**src/rtl/ts_demuxer_if.sv**
```systemverilog
// Muxed TS input and demuxed per-channel output bundle for ts_demuxer.
// The master side drives the muxed stream and observes the demuxed one.
interface ts_demuxer_if;
    logic [7:0] DATA_IN;
    logic       D_VALID_IN;
    logic       P_SYNC_IN;
    logic [7:0] DATA_OUT;
    logic [3:0] D_VALID_OUT;
    logic [3:0] P_SYNC_OUT;

    modport master (
        output DATA_IN, D_VALID_IN, P_SYNC_IN,
        input  DATA_OUT, D_VALID_OUT, P_SYNC_OUT
    );

    modport slave (
        input  DATA_IN, D_VALID_IN, P_SYNC_IN,
        output DATA_OUT, D_VALID_OUT, P_SYNC_OUT
    );
endinterface

```
**src/rtl/ts_demuxer.sv**
```systemverilog
// Splits the tagged 4-channel pseudo-TS stream back into per-tuner streams, restoring the 0x47 sync,
// and keeps per-channel packet counts, activity timers and a saturating error count.
module ts_demuxer #(
    parameter int unsigned PKT_LEN     = 188,
    parameter logic [7:0]  TAG_BASE    = 8'h44,
    parameter int unsigned GAP_MAX     = 255,
    parameter int unsigned ACT_TIMEOUT = 27_000_000
) (
    input  logic         clk_27,
    input  logic         RST,
    ts_demuxer_if.slave  ts,
    input  logic [1:0]   PKT_CNT_SEL,
    output logic [15:0]  PKT_CNT,
    output logic [7:0]   ERR_CNT,
    output logic         ERR_STB,
    output logic [3:0]   CH_ACTIVE
);
    localparam int BC_W  = $clog2(PKT_LEN + 1);
    localparam int GAP_W = $clog2(GAP_MAX + 1);
    localparam int ACT_W = 25;
    localparam logic [BC_W-1:0]  LAST_IDX = BC_W'(PKT_LEN - 1);
    localparam logic [GAP_W-1:0] GAP_LAST = GAP_W'(GAP_MAX - 1);
    localparam logic [ACT_W-1:0] ACT_LOAD = ACT_W'(ACT_TIMEOUT);

    typedef enum logic [1:0] {
        HUNT    = 2'd0,
        PAYLOAD = 2'd1,
        DROP    = 2'd2
    } state_t;

    state_t           state_reg, state_next;
    logic [1:0]       ch_reg, ch_next;
    logic [BC_W-1:0]  byte_cnt_reg, byte_cnt_next;
    logic [GAP_W-1:0] gap_cnt_reg, gap_cnt_next;
    logic [7:0]       data_out_reg, data_out_next;
    logic [3:0]       dv_out_reg, dv_out_next;
    logic [3:0]       ps_out_reg, ps_out_next;
    logic             err_next;
    logic             err_stb_reg;
    logic [7:0]       err_cnt_reg;
    logic [15:0]      pkt_cnt_out_reg;
    logic             pkt_done;
    logic             start_sync;

    logic             in_byte;
    logic             in_sync;
    logic [7:0]       tag_off;
    logic             tag_ok;
    logic [1:0]       tag_ch;

    logic [3:0][15:0] pkt_cnt_all;

    assign in_byte = ts.D_VALID_IN;
    assign in_sync = ts.D_VALID_IN & ts.P_SYNC_IN;
    assign tag_off = ts.DATA_IN - TAG_BASE;
    assign tag_ok  = (tag_off < 8'd4);
    assign tag_ch  = tag_off[1:0];

    always_comb begin
        state_next    = state_reg;
        ch_next       = ch_reg;
        byte_cnt_next = byte_cnt_reg;
        gap_cnt_next  = gap_cnt_reg;
        data_out_next = data_out_reg;
        dv_out_next   = 4'b0000;
        ps_out_next   = 4'b0000;
        err_next      = 1'b0;
        pkt_done      = 1'b0;
        start_sync    = 1'b0;

        case (state_reg)
            HUNT, DROP: begin
                if (in_sync) begin
                    start_sync = 1'b1;
                end
            end
            PAYLOAD: begin
                if (in_sync) begin
                    // Truncated packet: the new sync byte starts the next packet without loss.
                    err_next   = 1'b1;
                    start_sync = 1'b1;
                end else if (in_byte) begin
                    data_out_next = ts.DATA_IN;
                    dv_out_next   = 4'b0001 << ch_reg;
                    byte_cnt_next = byte_cnt_reg + 1'b1;
                    gap_cnt_next  = '0;
                    if (byte_cnt_reg == LAST_IDX) begin
                        pkt_done   = 1'b1;
                        state_next = HUNT;
                    end
                end else if (gap_cnt_reg == GAP_LAST) begin
                    err_next     = 1'b1;
                    gap_cnt_next = '0;
                    state_next   = HUNT;
                end else begin
                    gap_cnt_next = gap_cnt_reg + 1'b1;
                end
            end
            default: begin
                state_next = HUNT;
            end
        endcase

        // A bad re-tag after a truncation still counts as a single error for the cycle.
        if (start_sync) begin
            gap_cnt_next = '0;
            if (tag_ok) begin
                ch_next       = tag_ch;
                data_out_next = 8'h47;
                dv_out_next   = 4'b0001 << tag_ch;
                ps_out_next   = 4'b0001 << tag_ch;
                byte_cnt_next = BC_W'(1);
                state_next    = PAYLOAD;
            end else begin
                err_next   = 1'b1;
                state_next = DROP;
            end
        end
    end

    always_ff @(posedge clk_27 or negedge RST) begin
        if (!RST) begin
            state_reg       <= HUNT;
            ch_reg          <= '0;
            byte_cnt_reg    <= '0;
            gap_cnt_reg     <= '0;
            data_out_reg    <= '0;
            dv_out_reg      <= '0;
            ps_out_reg      <= '0;
            err_stb_reg     <= 1'b0;
            err_cnt_reg     <= '0;
            pkt_cnt_out_reg <= '0;
        end else begin
            state_reg       <= state_next;
            ch_reg          <= ch_next;
            byte_cnt_reg    <= byte_cnt_next;
            gap_cnt_reg     <= gap_cnt_next;
            data_out_reg    <= data_out_next;
            dv_out_reg      <= dv_out_next;
            ps_out_reg      <= ps_out_next;
            err_stb_reg     <= err_next;
            if (err_next && (err_cnt_reg != 8'hFF)) begin
                err_cnt_reg <= err_cnt_reg + 8'd1;
            end
            pkt_cnt_out_reg <= pkt_cnt_all[PKT_CNT_SEL];
        end
    end

    for (genvar gi = 0; gi < 4; gi++) begin : g_ch
        logic [15:0]      pkt_cnt_reg;
        logic [ACT_W-1:0] act_tmr_reg;

        always_ff @(posedge clk_27 or negedge RST) begin
            if (!RST) begin
                pkt_cnt_reg <= '0;
                act_tmr_reg <= '0;
            end else if (pkt_done && (ch_reg == 2'(gi))) begin
                pkt_cnt_reg <= pkt_cnt_reg + 16'd1;
                act_tmr_reg <= ACT_LOAD;
            end else if (act_tmr_reg != '0) begin
                act_tmr_reg <= act_tmr_reg - 1'b1;
            end
        end

        assign pkt_cnt_all[gi] = pkt_cnt_reg;
        assign CH_ACTIVE[gi]   = (act_tmr_reg != '0);
    end

    assign ts.DATA_OUT    = data_out_reg;
    assign ts.D_VALID_OUT = dv_out_reg;
    assign ts.P_SYNC_OUT  = ps_out_reg;
    assign PKT_CNT        = pkt_cnt_out_reg;
    assign ERR_CNT        = err_cnt_reg;
    assign ERR_STB        = err_stb_reg;
endmodule

```
**src/flat_wrapper.sv**
```systemverilog
// flat-port wrapper written by rule: the top's interface ports become plain ports
module ts_demuxer_flat 
#(
    parameter int unsigned PKT_LEN     = 188,
    parameter logic [7:0]  TAG_BASE    = 8'h44,
    parameter int unsigned GAP_MAX     = 255,
    parameter int unsigned ACT_TIMEOUT = 27_000_000
)
  (clk_27, RST, PKT_CNT_SEL, PKT_CNT, ERR_CNT, ERR_STB, CH_ACTIVE, ts_DATA_IN, ts_D_VALID_IN, ts_P_SYNC_IN, ts_DATA_OUT, ts_D_VALID_OUT, ts_P_SYNC_OUT);
  ts_demuxer_if ts_i ();
  input  logic clk_27;
  input  logic RST;
  input  logic [1:0] PKT_CNT_SEL;
  output logic [15:0] PKT_CNT;
  output logic [7:0] ERR_CNT;
  output logic ERR_STB;
  output logic [3:0] CH_ACTIVE;
  input wire logic [$bits(ts_i.DATA_IN)-1:0] ts_DATA_IN;
  input wire logic [$bits(ts_i.D_VALID_IN)-1:0] ts_D_VALID_IN;
  input wire logic [$bits(ts_i.P_SYNC_IN)-1:0] ts_P_SYNC_IN;
  output wire logic [$bits(ts_i.DATA_OUT)-1:0] ts_DATA_OUT;
  output wire logic [$bits(ts_i.D_VALID_OUT)-1:0] ts_D_VALID_OUT;
  output wire logic [$bits(ts_i.P_SYNC_OUT)-1:0] ts_P_SYNC_OUT;
  assign ts_i.DATA_IN = ts_DATA_IN;
  assign ts_i.D_VALID_IN = ts_D_VALID_IN;
  assign ts_i.P_SYNC_IN = ts_P_SYNC_IN;
  assign ts_DATA_OUT = ts_i.DATA_OUT;
  assign ts_D_VALID_OUT = ts_i.D_VALID_OUT;
  assign ts_P_SYNC_OUT = ts_i.P_SYNC_OUT;
  ts_demuxer #(.PKT_LEN(PKT_LEN), .TAG_BASE(TAG_BASE), .GAP_MAX(GAP_MAX), .ACT_TIMEOUT(ACT_TIMEOUT)) u_core (.clk_27(clk_27), .RST(RST), .ts(ts_i), .PKT_CNT_SEL(PKT_CNT_SEL), .PKT_CNT(PKT_CNT), .ERR_CNT(ERR_CNT), .ERR_STB(ERR_STB), .CH_ACTIVE(CH_ACTIVE));
endmodule
```
**config.mk**
```make
export PLATFORM = sky130hd
export DESIGN_NAME = ts_demuxer_flat
export DESIGN_NICKNAME = d
export VERILOG_FILES = /design/src/rtl/ts_demuxer_if.sv /design/src/rtl/ts_demuxer.sv /design/src/flat_wrapper.sv
export SDC_FILE = /design/constraint.sdc
export NUM_CORES = 1
export LEC_CHECK = 0
export ABC_CLOCK_PERIOD_IN_PS = 5330
export CAP_MARGIN = 20
export CORE_AREA = 5 5 155 157
export CTS_CLUSTER_SIZE = 25
export DETAILED_ROUTE_END_ITERATION = 10
export DIE_AREA = 0 0 160 162
export PLACE_DENSITY_LB_ADDON = 0.05
export SLEW_MARGIN = 10
export SYNTH_ARGS = -nofsm -noshare
export SYNTH_HDL_FRONTEND = slang
export SYNTH_SLANG_ARGS = --single-unit
```
**constraint.sdc**
```tcl
create_clock -name clk_27 -period 5.33 [get_ports clk_27]
set_clock_uncertainty 0.1 [all_clocks]
set_input_delay 0.7995 -clock clk_27 [delete_from_list [all_inputs] [get_ports clk_27]]
set_output_delay 0.7995 -clock clk_27 [all_outputs]
set_load 0.02 [all_outputs]
```
==> impl_metrics.yaml <==
die:
  dieHeight_um: 162
  core_area_mm2: 0.0224
  top_level_ports: 59
  die_area_mm2: 0.0259
  die_w_um: 160
  start_util: 0.496
  rows: 55
sta:
  finalCritPeriodShare: 0.815
  tns_ns: 0
  relSlewSlack: 0.453
  max_freq_mhz: 230
  min_period_ns: 4.34
  worst_pin_slew_ns: 0.820
  setup_viol: 0
  finalHoldViolCount: 0
  rsz0062_at_grt: "no"
  slew_viol_final: 0
setup_path:
  arrival_ns: 3.44
  crit_fanout: 12
  endpoint_kind: "primary output"
  startpoint: "u_core.g_ch[1].act_tmr_reg[10]$_DFFE_PN0P_"
  startpoint_type: "flip-flop"
  worstRegToRegCells: 5
  worstPathRequired_ns: 4.43
  r2r_start: "u_core.state_reg[1]$_DFFE_PN0P_"
  criticalPathCategory: "flip-flop to primary output"
synthesis:
  ys_ff_latch: 225
  synth_top_area_cell: "dfrtp_1"
  synth-main-ff-cell: "dfrtp_1"
  netlist_area_mm2: 0.0111
  synth_edf_count: 0
  yosysUniqueCellTypes: 62
  async_reset_ff_frac: 1.00
  syn_nets: 1103
  netlist_instances: 1073
  yosysWarnings: 0
  postSynthAreaPerCell_um2: 10.3
  synth_top_area_frac: 0.508
  ys_seq_area_frac: 0.508
  yosys-top-cells-area: "dfrtp_1 51%, xnor2_1 4.9%, xor2_1 4.5%, nand2_1 3.7%, mux4_2 3.3%"
route:
  dr_total_vias: 8088
  drc: 0
  viasPerCell: 5.64
  first_pass_iters: 5
  drt-wirelength-per-cell_um: 16.7
  postRouteAntennaNets: 0
  drt_first_iter_violations: 423
  wirelength_um: 23900
layout:
  drive_above_1_share: 0.0845
  area_delta_synth_final_pct: 16.3
  fin_util: 0.576
  fin_nets: 1161
  diodes: 0
  fill_cells: 1889
  largest_reg_flops: 100
clocking:
  tritoncts: "yes"
  cts_setup_buffers: 0
  cts_hold_buf: 0
  clk_pin_slew_worst_paths_ns: 0.06
  htree_levels: 1
  ctsResizeCount: 0
  root_buffer: "clkbuf_16"
  cts_buffers: 25
  cts.sinks: 225
  clockBufferDepth: 3
  clk_latency_ns: 0.51
global_routing:
  grt_start_max_net_pins: 109
  antenna_found_initial: 1
  overflow: 0
  grt_pass1_wl_um: 40600
  track_usage: 0.185
  grt_pass1_vias: 7865
power_and_ir_drop:
  sw_frac_of_total: 0.215
  comb_power_share: 0.059
  power_leakage_nw: 5.03
  seq_power_share: 0.454
  p_per_area_mw_per_mm2: 305
  clockPowerShare: 0.487
  intPower_mw: 3.09
  switchingPower_mw: 0.846
  vdd_ir_drop_max_v: 0.000250
hold_path:
  hold_path.class: "input pin to asynchronous set/reset pin"
placed_design:
  port_buffers: 58
  hpwl_um: 16500
  gp_congestion: 0.807
flow_run:
  cap_violations: 0
status:
  status: "finished clean"
==> path summary, 6_finish.rpt <==
path,endpoint,slack (ns)
min in group clk_27,u_core.g_ch[2].pkt_cnt_reg[15]$_DFFE_PN0P_,0.38
worst min-delay path,u_core.g_ch[0].act_tmr_reg[13]$_DFFE_PN0P_,0.20
worst max register to register,u_core.g_ch[1].pkt_cnt_reg[15]$_DFFE_PN0P_,2.44
worst max-delay path,CH_ACTIVE[1],0.99
worst min register to register,u_core.g_ch[2].pkt_cnt_reg[15]$_DFFE_PN0P_,0.38
max in group asynchronous,u_core.ERR_CNT[7]$_DFFE_PN0P_,3.69
==> Yosys cell counts (all sizes together) (4+ instances only) <==
library cell and n:
nor3 36, and3 18, nor2 95, nor4b 4, clkbuf 30, nor4 29, a211oi 6, mux4 16
o31a 7, nand4b 4, nand2 109, and2 5, a21oi 27, o31ai 12, or3b 4, nand4 45
xor2 57, nand3 43, a31oi 5, nor3b 7, nand2b 14, and4 12, or2 7, inv 21
o211ai 14, ha 16, or3 23, dfrtp 225, o21ai 50, a2111oi 5, nor2b 10, xnor2 62
mux2i 4, buf 6, or4 17
==> final cells by class <==
| type | instances | area (um^2) | share of cell area |
|---|---|---|---|
| clock buffer | 29 | 671 | 0.0520 |
| clock inverter | 15 | 253 | 0.0196 |
| inverter | 21 | 78.8 | 0.00612 |
| multi-input combinational | 791 | 5240 | 0.406 |
| sequential | 225 | 5630 | 0.437 |
| tap | 285 | 357 | 0.0277 |
| timing repair buffer | 67 | 658 | 0.0511 |
==> per-layer routing <==
metal | up-vias | wire, um | share of wire | track usage
li1 | 4008 | - | - | -
met1 | 3927 | 11300 | 0.47 | 0.265
met2 | 120 | 11500 | 0.48 | 0.306
met3 | 31 | 818 | 0.034 | 0.0282
met4 | 2 | 359 | 0.015 | 0.0352
met5 | - | 13 | 0.00054 | 0
==> layout by cell type (no fill, tap or decap), types with 10 or more instances in the layout <==
master	n
a21oi_1	27
and3_1	18
and4_1	12
clkbuf_16	25
clkdlybuf4s50_1	57
dfrtp_1	225
ha_1	16
inv_1	21
mux4_2	16
nand2_1	109
nand2b_1	14
nand3_1	43
nand4_1	45
nor2_1	93
nor2b_1	10
nor3_1	35
nor4_1	26
o211ai_1	14
o21ai_0	47
o31ai_1	12
or3_1	23
or4_1	14
xnor2_1	62
xor2_1	57
==> logic make-up (layout without fill, tap and decap cells) <==
| group | Yosys count | in the layout | share of synthesized area |
|---|---|---|---|
| muxes | 22 | 22 | 0.0382 |
| DFF | 225 | 225 | 0.508 |
| and+or+nand+nor | 489 | 489 | 0.237 |
| adders and majority gates | 16 | 16 | 0.0181 |
| xor gates and xnor gates | 119 | 119 | 0.0940 |
| AOI/OAI and AO/OA | 145 | 145 | 0.0853 |
| buffers and inverters | 57 | 132 | 0.0194 |
==> power by group through the flow <==
stage / sequential (mW) / combinational, mW / clock, mW
3_5_place_dp: 1.82 / 0.236 / 0
5_1_grt: 1.79 / 0.257 / 2.05
2_1_floorplan: 1.85 / 0.0769 / 0
6_report: 1.79 / 0.232 / 1.91
4_1_cts: 1.79 / 0.237 / 1.97
3_3_place_gp: 1.82 / 0.236 / 0
==> stage by stage <==
| step | std cells | cell area, um^2 | hold slack (ns) | power [mW] | setup slack (ns) |
|---|---|---|---|---|---|
| after floorplan | 1073 | 11100 | 0.336 | 1.92 | 2.69 |
| final | 1433 | 12900 | 0.202 | 3.93 | 0.987 |
| after global routing | 1433 | 12900 | 0.278 | 4.09 | 0.648 |
| after detailed placement | 1387 | 11900 | 0.362 | 2.05 | 1.55 |
| after CTS | 1431 | 12900 | 0.252 | 3.99 | 1.03 |
| after global placement | 1387 | 11900 | 0.353 | 2.05 | 1.55 |
==> critical path: stages, from the launching register on <==
cell             delay (ns)
dfrtp_1                0.43
nor4_1                 0.55
nand4_1                0.45
nor2_1                 0.66
inv_1                  0.24
clkdlybuf4s50_1        0.60
Note: power is estimated with default switching activity, not from simulation.
